### src/rtl/dtw_sched.sv
// Job sequencer between the control registers and dtw_core: core reset pulse,
// start handshake, stream counters, watchdog and sticky done/error status.
module dtw_sched #(
  parameter int SQG_SIZE    = 250,
  parameter int MAX_REF_LEN = 65536,
  parameter int RST_CYCLES  = 4,
  parameter int TIMEOUT     = 1024
) (
  input  logic        clk,
  input  logic        rst,
  input  logic        cmd_valid,
  output logic        cmd_ready,
  input  logic        cmd_mode,
  input  logic [31:0] cmd_len,
  input  logic        clear_done,
  output logic        core_rst,
  output logic        core_start,
  output logic        core_mode,
  output logic [31:0] core_ref_len,
  input  logic        core_running,
  input  logic        src_fifo_empty,
  input  logic        src_fifo_rden,
  input  logic        sink_fifo_wren,
  output logic        sts_busy,
  output logic        sts_done,
  output logic        sts_err_timeout,
  output logic        sts_err_len,
  output logic [31:0] sts_src_cnt,
  output logic [31:0] sts_sink_cnt
);

  localparam logic [2:0] S_IDLE     = 3'd0;
  localparam logic [2:0] S_RESET    = 3'd1;
  localparam logic [2:0] S_ARM      = 3'd2;
  localparam logic [2:0] S_START    = 3'd3;
  localparam logic [2:0] S_WAIT_RUN = 3'd4;
  localparam logic [2:0] S_RUN      = 3'd5;
  localparam logic [2:0] S_ABORT    = 3'd6;
  localparam logic [2:0] S_DONE     = 3'd7;

  localparam int RCW = $clog2(RST_CYCLES + 1);
  localparam int WDW = $clog2(TIMEOUT + 1);

  logic [2:0]     state_q, state_d;
  logic [RCW-1:0] rcnt_q, rcnt_d;
  logic [WDW-1:0] wd_q, wd_d;
  logic           init_q, init_d;
  logic           cmd_ready_q, cmd_ready_d;
  logic           core_rst_q, core_rst_d;
  logic           core_start_q, core_start_d;
  logic           core_mode_q, core_mode_d;
  logic [31:0]    core_ref_len_q, core_ref_len_d;
  logic           busy_q, busy_d;
  logic           done_q, done_d;
  logic           tmo_q, tmo_d;
  logic           elen_q, elen_d;
  logic [31:0]    src_q, src_d;
  logic [31:0]    sink_q, sink_d;

  logic accept, illegal, wd_active, stay;

  always_comb begin
    state_d        = state_q;
    rcnt_d         = rcnt_q;
    wd_d           = wd_q;
    core_mode_d    = core_mode_q;
    core_ref_len_d = core_ref_len_q;
    done_d         = done_q & ~clear_done;
    tmo_d          = tmo_q & ~clear_done;
    elen_d         = elen_q & ~clear_done;
    src_d          = src_q;
    sink_d         = sink_q;

    accept  = cmd_valid && cmd_ready_q;
    illegal = !cmd_mode && ((cmd_len == 32'd0) || (cmd_len > 32'(MAX_REF_LEN)));

    if (state_q != S_IDLE) begin
      if (src_fifo_rden && (src_q != '1))   src_d  = src_q + 32'd1;
      if (sink_fifo_wren && (sink_q != '1)) sink_d = sink_q + 32'd1;
    end

    case (state_q)
      S_IDLE: if (accept) begin
        core_mode_d    = cmd_mode;
        core_ref_len_d = cmd_mode ? 32'(SQG_SIZE) : cmd_len;
        src_d          = '0;
        sink_d         = '0;
        done_d         = 1'b0;
        tmo_d          = 1'b0;
        elen_d         = illegal;
        state_d        = illegal ? S_DONE : S_RESET;
      end
      S_RESET, S_ABORT: begin
        if (rcnt_q == RCW'(RST_CYCLES - 1))
          state_d = (state_q == S_RESET) ? S_ARM : S_DONE;
        else
          rcnt_d = rcnt_q + 1'b1;
      end
      S_ARM:      if (!src_fifo_empty) state_d = S_START;
      S_START:    state_d = S_WAIT_RUN;
      S_WAIT_RUN: if (core_running) state_d = S_RUN;
      S_RUN: if (!core_running) begin
        state_d = S_DONE;
        // Check includes any strobe landing in the same cycle running drops.
        if (core_mode_q ? ((src_d != 32'(SQG_SIZE)) || (sink_d != 32'd1))
                        : ((src_d != core_ref_len_q) || (sink_d != 32'd0)))
          elen_d = 1'b1;
      end
      S_DONE: begin
        done_d  = 1'b1;
        state_d = S_IDLE;
      end
      default: state_d = S_IDLE;
    endcase

    wd_active = (state_q == S_ARM) || (state_q == S_WAIT_RUN) || (state_q == S_RUN);
    stay      = (state_d == state_q) && !src_fifo_rden && !sink_fifo_wren;
    if (!stay || !wd_active) begin
      wd_d = '0;
    end else if (wd_q == WDW'(TIMEOUT - 1)) begin
      wd_d    = '0;
      tmo_d   = 1'b1;
      state_d = S_ABORT;
    end else begin
      wd_d = wd_q + 1'b1;
    end

    if (state_d != state_q) rcnt_d = '0;

    // First cycle out of reset still looks like reset to the register file.
    init_d       = 1'b0;
    core_rst_d   = init_q || (state_d == S_RESET) || (state_d == S_ABORT);
    cmd_ready_d  = !init_q && (state_d == S_IDLE) && (state_q == S_IDLE);
    core_start_d = (state_d == S_START);
    busy_d       = (state_d != S_IDLE);
  end

  always_ff @(posedge clk) begin
    if (rst) begin
      state_q        <= S_IDLE;
      rcnt_q         <= '0;
      wd_q           <= '0;
      init_q         <= 1'b1;
      cmd_ready_q    <= 1'b0;
      core_rst_q     <= 1'b1;
      core_start_q   <= 1'b0;
      core_mode_q    <= 1'b0;
      core_ref_len_q <= '0;
      busy_q         <= 1'b0;
      done_q         <= 1'b0;
      tmo_q          <= 1'b0;
      elen_q         <= 1'b0;
      src_q          <= '0;
      sink_q         <= '0;
    end else begin
      state_q        <= state_d;
      rcnt_q         <= rcnt_d;
      wd_q           <= wd_d;
      init_q         <= init_d;
      cmd_ready_q    <= cmd_ready_d;
      core_rst_q     <= core_rst_d;
      core_start_q   <= core_start_d;
      core_mode_q    <= core_mode_d;
      core_ref_len_q <= core_ref_len_d;
      busy_q         <= busy_d;
      done_q         <= done_d;
      tmo_q          <= tmo_d;
      elen_q         <= elen_d;
      src_q          <= src_d;
      sink_q         <= sink_d;
    end
  end

  assign cmd_ready       = cmd_ready_q;
  assign core_rst        = core_rst_q;
  assign core_start      = core_start_q;
  assign core_mode       = core_mode_q;
  assign core_ref_len    = core_ref_len_q;
  assign sts_busy        = busy_q;
  assign sts_done        = done_q;
  assign sts_err_timeout = tmo_q;
  assign sts_err_len     = elen_q;
  assign sts_src_cnt     = src_q;
  assign sts_sink_cnt    = sink_q;

endmodule

### config.mk
export PLATFORM = sky130hd
export DESIGN_NAME = dtw_sched
export DESIGN_NICKNAME = d
export VERILOG_FILES = /design/src/rtl/dtw_sched.sv
export SDC_FILE = /design/constraint.sdc
export NUM_CORES = 1
export LEC_CHECK = 0
export ABC_AREA = 1
export CORE_AREA = 4 4 139 141
export CTS_CLUSTER_DIAMETER = 100
export DETAILED_ROUTE_END_ITERATION = 8
export DIE_AREA = 0 0 143 145
export PLACE_DENSITY_LB_ADDON = 0.05
export SYNTH_ARGS = -nofsm -noshare
export SYNTH_HDL_FRONTEND = slang
export SYNTH_SLANG_ARGS = --single-unit
### constraint.sdc
create_clock -name clk -period 2.9 [get_ports clk]
set_input_delay 0.435 -clock clk [delete_from_list [all_inputs] [get_ports clk]]
set_output_delay 0.435 -clock clk [all_outputs]
set_load 0.02 [all_outputs]
==> results of run 1 <==
## layout by cell type, fill, tap and decap left out, types with 2 or more instances in the layout
cell,Yosys,final
nand2_1,404,402
nor2_1,223,219
inv_1,149,149
clkdlybuf4s50_1,0,144
nand3_1,130,130
dfxtp_1,122,121
buf_4,2,80
o21ai_0,36,36
a21oi_1,34,34
nand4_1,33,33
clkbuf_16,0,17
xor2_1,13,13
nor3_1,13,13
nor2_2,6,10
nand3b_1,8,8
inv_6,0,7
inv_2,5,5
nand2_2,4,5
ha_1,5,5
nor2_4,4,4
xnor2_1,4,4
a221oi_1,4,4
nand2_4,2,3
nand3b_2,3,3
and2_1,3,3
or2_2,3,3
a31oi_1,3,3
a211oi_1,3,3
clkinv_4,0,3
a21oi_2,2,2
o21ai_1,2,2
nor4_1,2,2
o22ai_1,2,2
inv_8,0,2
bufinv_16,0,2
buf_12,0,2
## worst paths after layout
kind,start,depth (start not counted),end
max,state_q[1]$_SDFF_PP0_,17,sts_err_len$_SDFF_PP0_
min reg2reg,init_q$_DFF_P_,1,cmd_ready$_SDFF_PP0_
min,init_q$_DFF_P_,1,cmd_ready$_SDFF_PP0_
max reg2reg,state_q[1]$_SDFF_PP0_,17,sts_err_len$_SDFF_PP0_
## state kept, by name (all words and copies together) (netlist names)
signal	cells
wd_q	11
rcnt_q	3
sts_busy	1
sts_err_timeout	1
state_q	3
core_ref_len	32
core_start	1
init_q	1
sts_sink_cnt	32
sts_done	1
core_mode	1
core_rst	1
sts_err_len	1
cmd_ready	1
sts_src_cnt	32
## final cells by class
class                           instances  area share, %
Multi-Input combinational cell        958           42.1
Sequential cell                       122           23.6
Timing Repair Buffer                  227           20.2
Inverter                              154           5.58
Clock buffer                           17           4.10
Tap cell                              229           2.76
Clock inverter                         15           1.69
## per-stage QoR
stage                     cell area, µm²  TNS (ps)  hold WS [ps]
final                              10400         0           439
after detailed placement            9740      -108           426
after global routing               10400         0           460
after global placement              9740     -79.9           412
after floorplan                     7520         0           399
after CTS                          10300         0           437
## where the power goes
part / switching (mW) / internal [mW] / total [mW] / leakage [nW]
Clock: 0.915 / 1.30 / 2.21 / 0.298
Sequential: 0.0620 / 1.76 / 1.82 / 0.986
Combinational: 0.728 / 0.454 / 1.18 / 3.03
Total: 1.70 / 3.51 / 5.22 / 4.31
## critical path: stages, from the launching register on
cell and delay (ps):
dfxtp_1 440, nor2_1 90, nand2_2 250, nand2_1 170, inv_2 230, nand2_2 160
nor2_1 160, nand3_1 80, nand2_1 80, nand2_1 60, nor2_1 210, nand4_1 200
nor2_1 170, nand2_1 70, nand2_1 50, nand2_1 50, nand2_1 50, a21oi_1 50
## routing by layer
metal	wire, µm	part of all wire [%]	GRT usage (%)
met1	11800	49	32.9
met2	10600	44	36.4
met3	1290	5.3	4.44
met4	519	2.1	6.70
met5	0	0	0
## cell families (layout without fill, tap and decap cells)
logic type / after synthesis / count (layout) / share of synthesized area (%)
AO/OA/AOI/OAI: 92 / 92 / 6.82
XOR/XNOR: 18 / 18 / 2.28
adder cells (fa/ha/maj): 5 / 5 / 0.832
buffers and inverters: 183 / 413 / 9.75
flip-flops: 122 / 122 / 32.5
multiplexers: 1 / 1 / 0.133
AND/OR/NAND/NOR: 842 / 842 / 47.7
## what timing repair did
item | in CTS | in global routing
hold buffers | 0 | 0
gates resized for setup | 0 | 7
endpoints found under the setup margin | 0 | 1
==> results by group, run 1 <==
Pwr
  – Pwr dens: roughly 500 nW/µm²
  – Power Total: approximately 5.2 mW
  – Leak: approximately 4.3 nW
  – Maximum VDD drop: ~0.44 mV

Yosys
  – Synth Net Count: between 1000 and 1500
  – Synth top cells by count: 404 x nand2_1, 223 x nor2_1, 149 x inv_1, 130 x nand3_1, 122 x dfxtp_1
  – Synth area leaders: dfxtp_1 32%, nand2_1 20%, nor2_1 11%
  – Async set-reset flop share out of synthesis: 0%
  – Mapped Avg Cell Area: about 6 µm²
  – Yosys cell types: 45
  – Post-synth EDFFs: 0
  – Area leader, netlist: dfxtp_1
  – Yosys reg bits: ~120
  – Share of the synthesized area in the top cell type: 32.5%
  – Synthesized cell area: 7520 µm²
  – Cells after synthesis: approximately 1300
  – Ys flop type: dfxtp_1
  – Most numerous cell in the Yosys netlist: nand2_1
  – Seq/Total Area, Yosys: between 30% and 40%
  – Synthesis warning total: 0

Timing
  – Fin. max-slew vios: 0
  – Fin crit period: between 2000 and 3000 ps
  – Setup Skew: between 10 and 15 ps
  – Max-slew headroom: a little under two thirds
  – Hold Fails Final Rpt: 0
  – Fmax: 370 MHz
  – RSZ-0062 raised after global routing: false
  – Final period util: 93.1%
  – Final setup fails: 0
  – Actual slew at the worst max-slew pin: between 500 and 600 ps
  – Final Worst Setup Slack: roughly 200 ps

Placed design
  – Dpl ws: -106 ps
  – Hpwl dp: 19.0 mm
  – Final Wtd Congestion: between 0.9 and 1
  – DP Cell Count: 1690
  – Port bufs: ~140

Global route
  – Pin count of the biggest net entering global routing: 50
  – GRT Overall Usage: about a quarter
  – Initial antenna violation count: 0
  – First-pass GRT wire length: slightly below 40 mm
  – Vias in the first global route: around 7900
  – Remaining Overflow, GRT: 0

Worst setup path
  – Crit path DAT: around 3000 ps
  – Startpoint Class: flop
  – Crit end category: flop
  – CP Max Fanout: 12
  – Critical Path RT: ~3200 ps
  – Reg2Reg Setup Slack: 200 ps
  – Critical path class: flop to flop

Layout
  – Synthesis-to-layout area growth: 37.9%
  – Diode count: 0
  – Area of the multi-input gates: approximately 4400 µm²
  – Layout Cells excl Fill: ~1700
  – Filler Cells Inserted: between 1500 and 2000
  – Nets: about 1500
  – Share of cells above drive strength 1: approximately 10%
  – Register Area: 2440 µm²
  – Final core occ: between 50% and 60%

Detailed routing
  – Vias per cell: slightly below 5
  – Detail Route Antenna Nets: 0
  – Total Wirelength: about 24 mm
  – First DRT Iteration DRCs: around 600
  – Routed WL per cell: between 10 and 15 µm
  – Residual DRC: 0
  – DR pass1 iterations: 5
  – DR vias: approximately 8500

Clock tree
  – Setup Fix Bufs, Post-CTS: 0
  – Deepest level of the CTS H-tree: 4
  – Clk_lat worst skew: 420 ps
  – Clk slew on worst S/H paths: around 60 ps
  – Clock tree from TritonCTS: yes
  – CTS buffer count: 17
  – Clk root buf: clkbuf_16
  – TritonCTS Sinks: 122
  – Max Buffers Root-to-Sink: 2

Floorplan
  – Row Count: 49
  – Top-Level Pins: about 150
  – Die H: approximately 150 µm
  – Core area: 18000 µm²
  – Die width: 143 µm
  – Die ar.: roughly 21000 µm²
  – Initial Utilization: about two fifths

Hold path
  – Worst Hold Class: flop to flop

Run status
  – Status: finished clean

Run
  – Max-cap violations: 0
Power figures use the tool's default switching activity.
==> inputs of run 2 (changes only) <==
--- a/config.mk
+++ b/config.mk
@@ -7,6 +7,7 @@
 export LEC_CHECK = 0
 export ABC_AREA = 1
 export CORE_AREA = 4 4 139 141
+export CTS_BUF_LIST = sky130_fd_sc_hd__clkbuf_16
 export CTS_CLUSTER_DIAMETER = 100
 export DETAILED_ROUTE_END_ITERATION = 8
 export DIE_AREA = 0 0 143 145
==> results of run 2 <==
The final DEF is identical to that of run 1; final timing and power are the same.
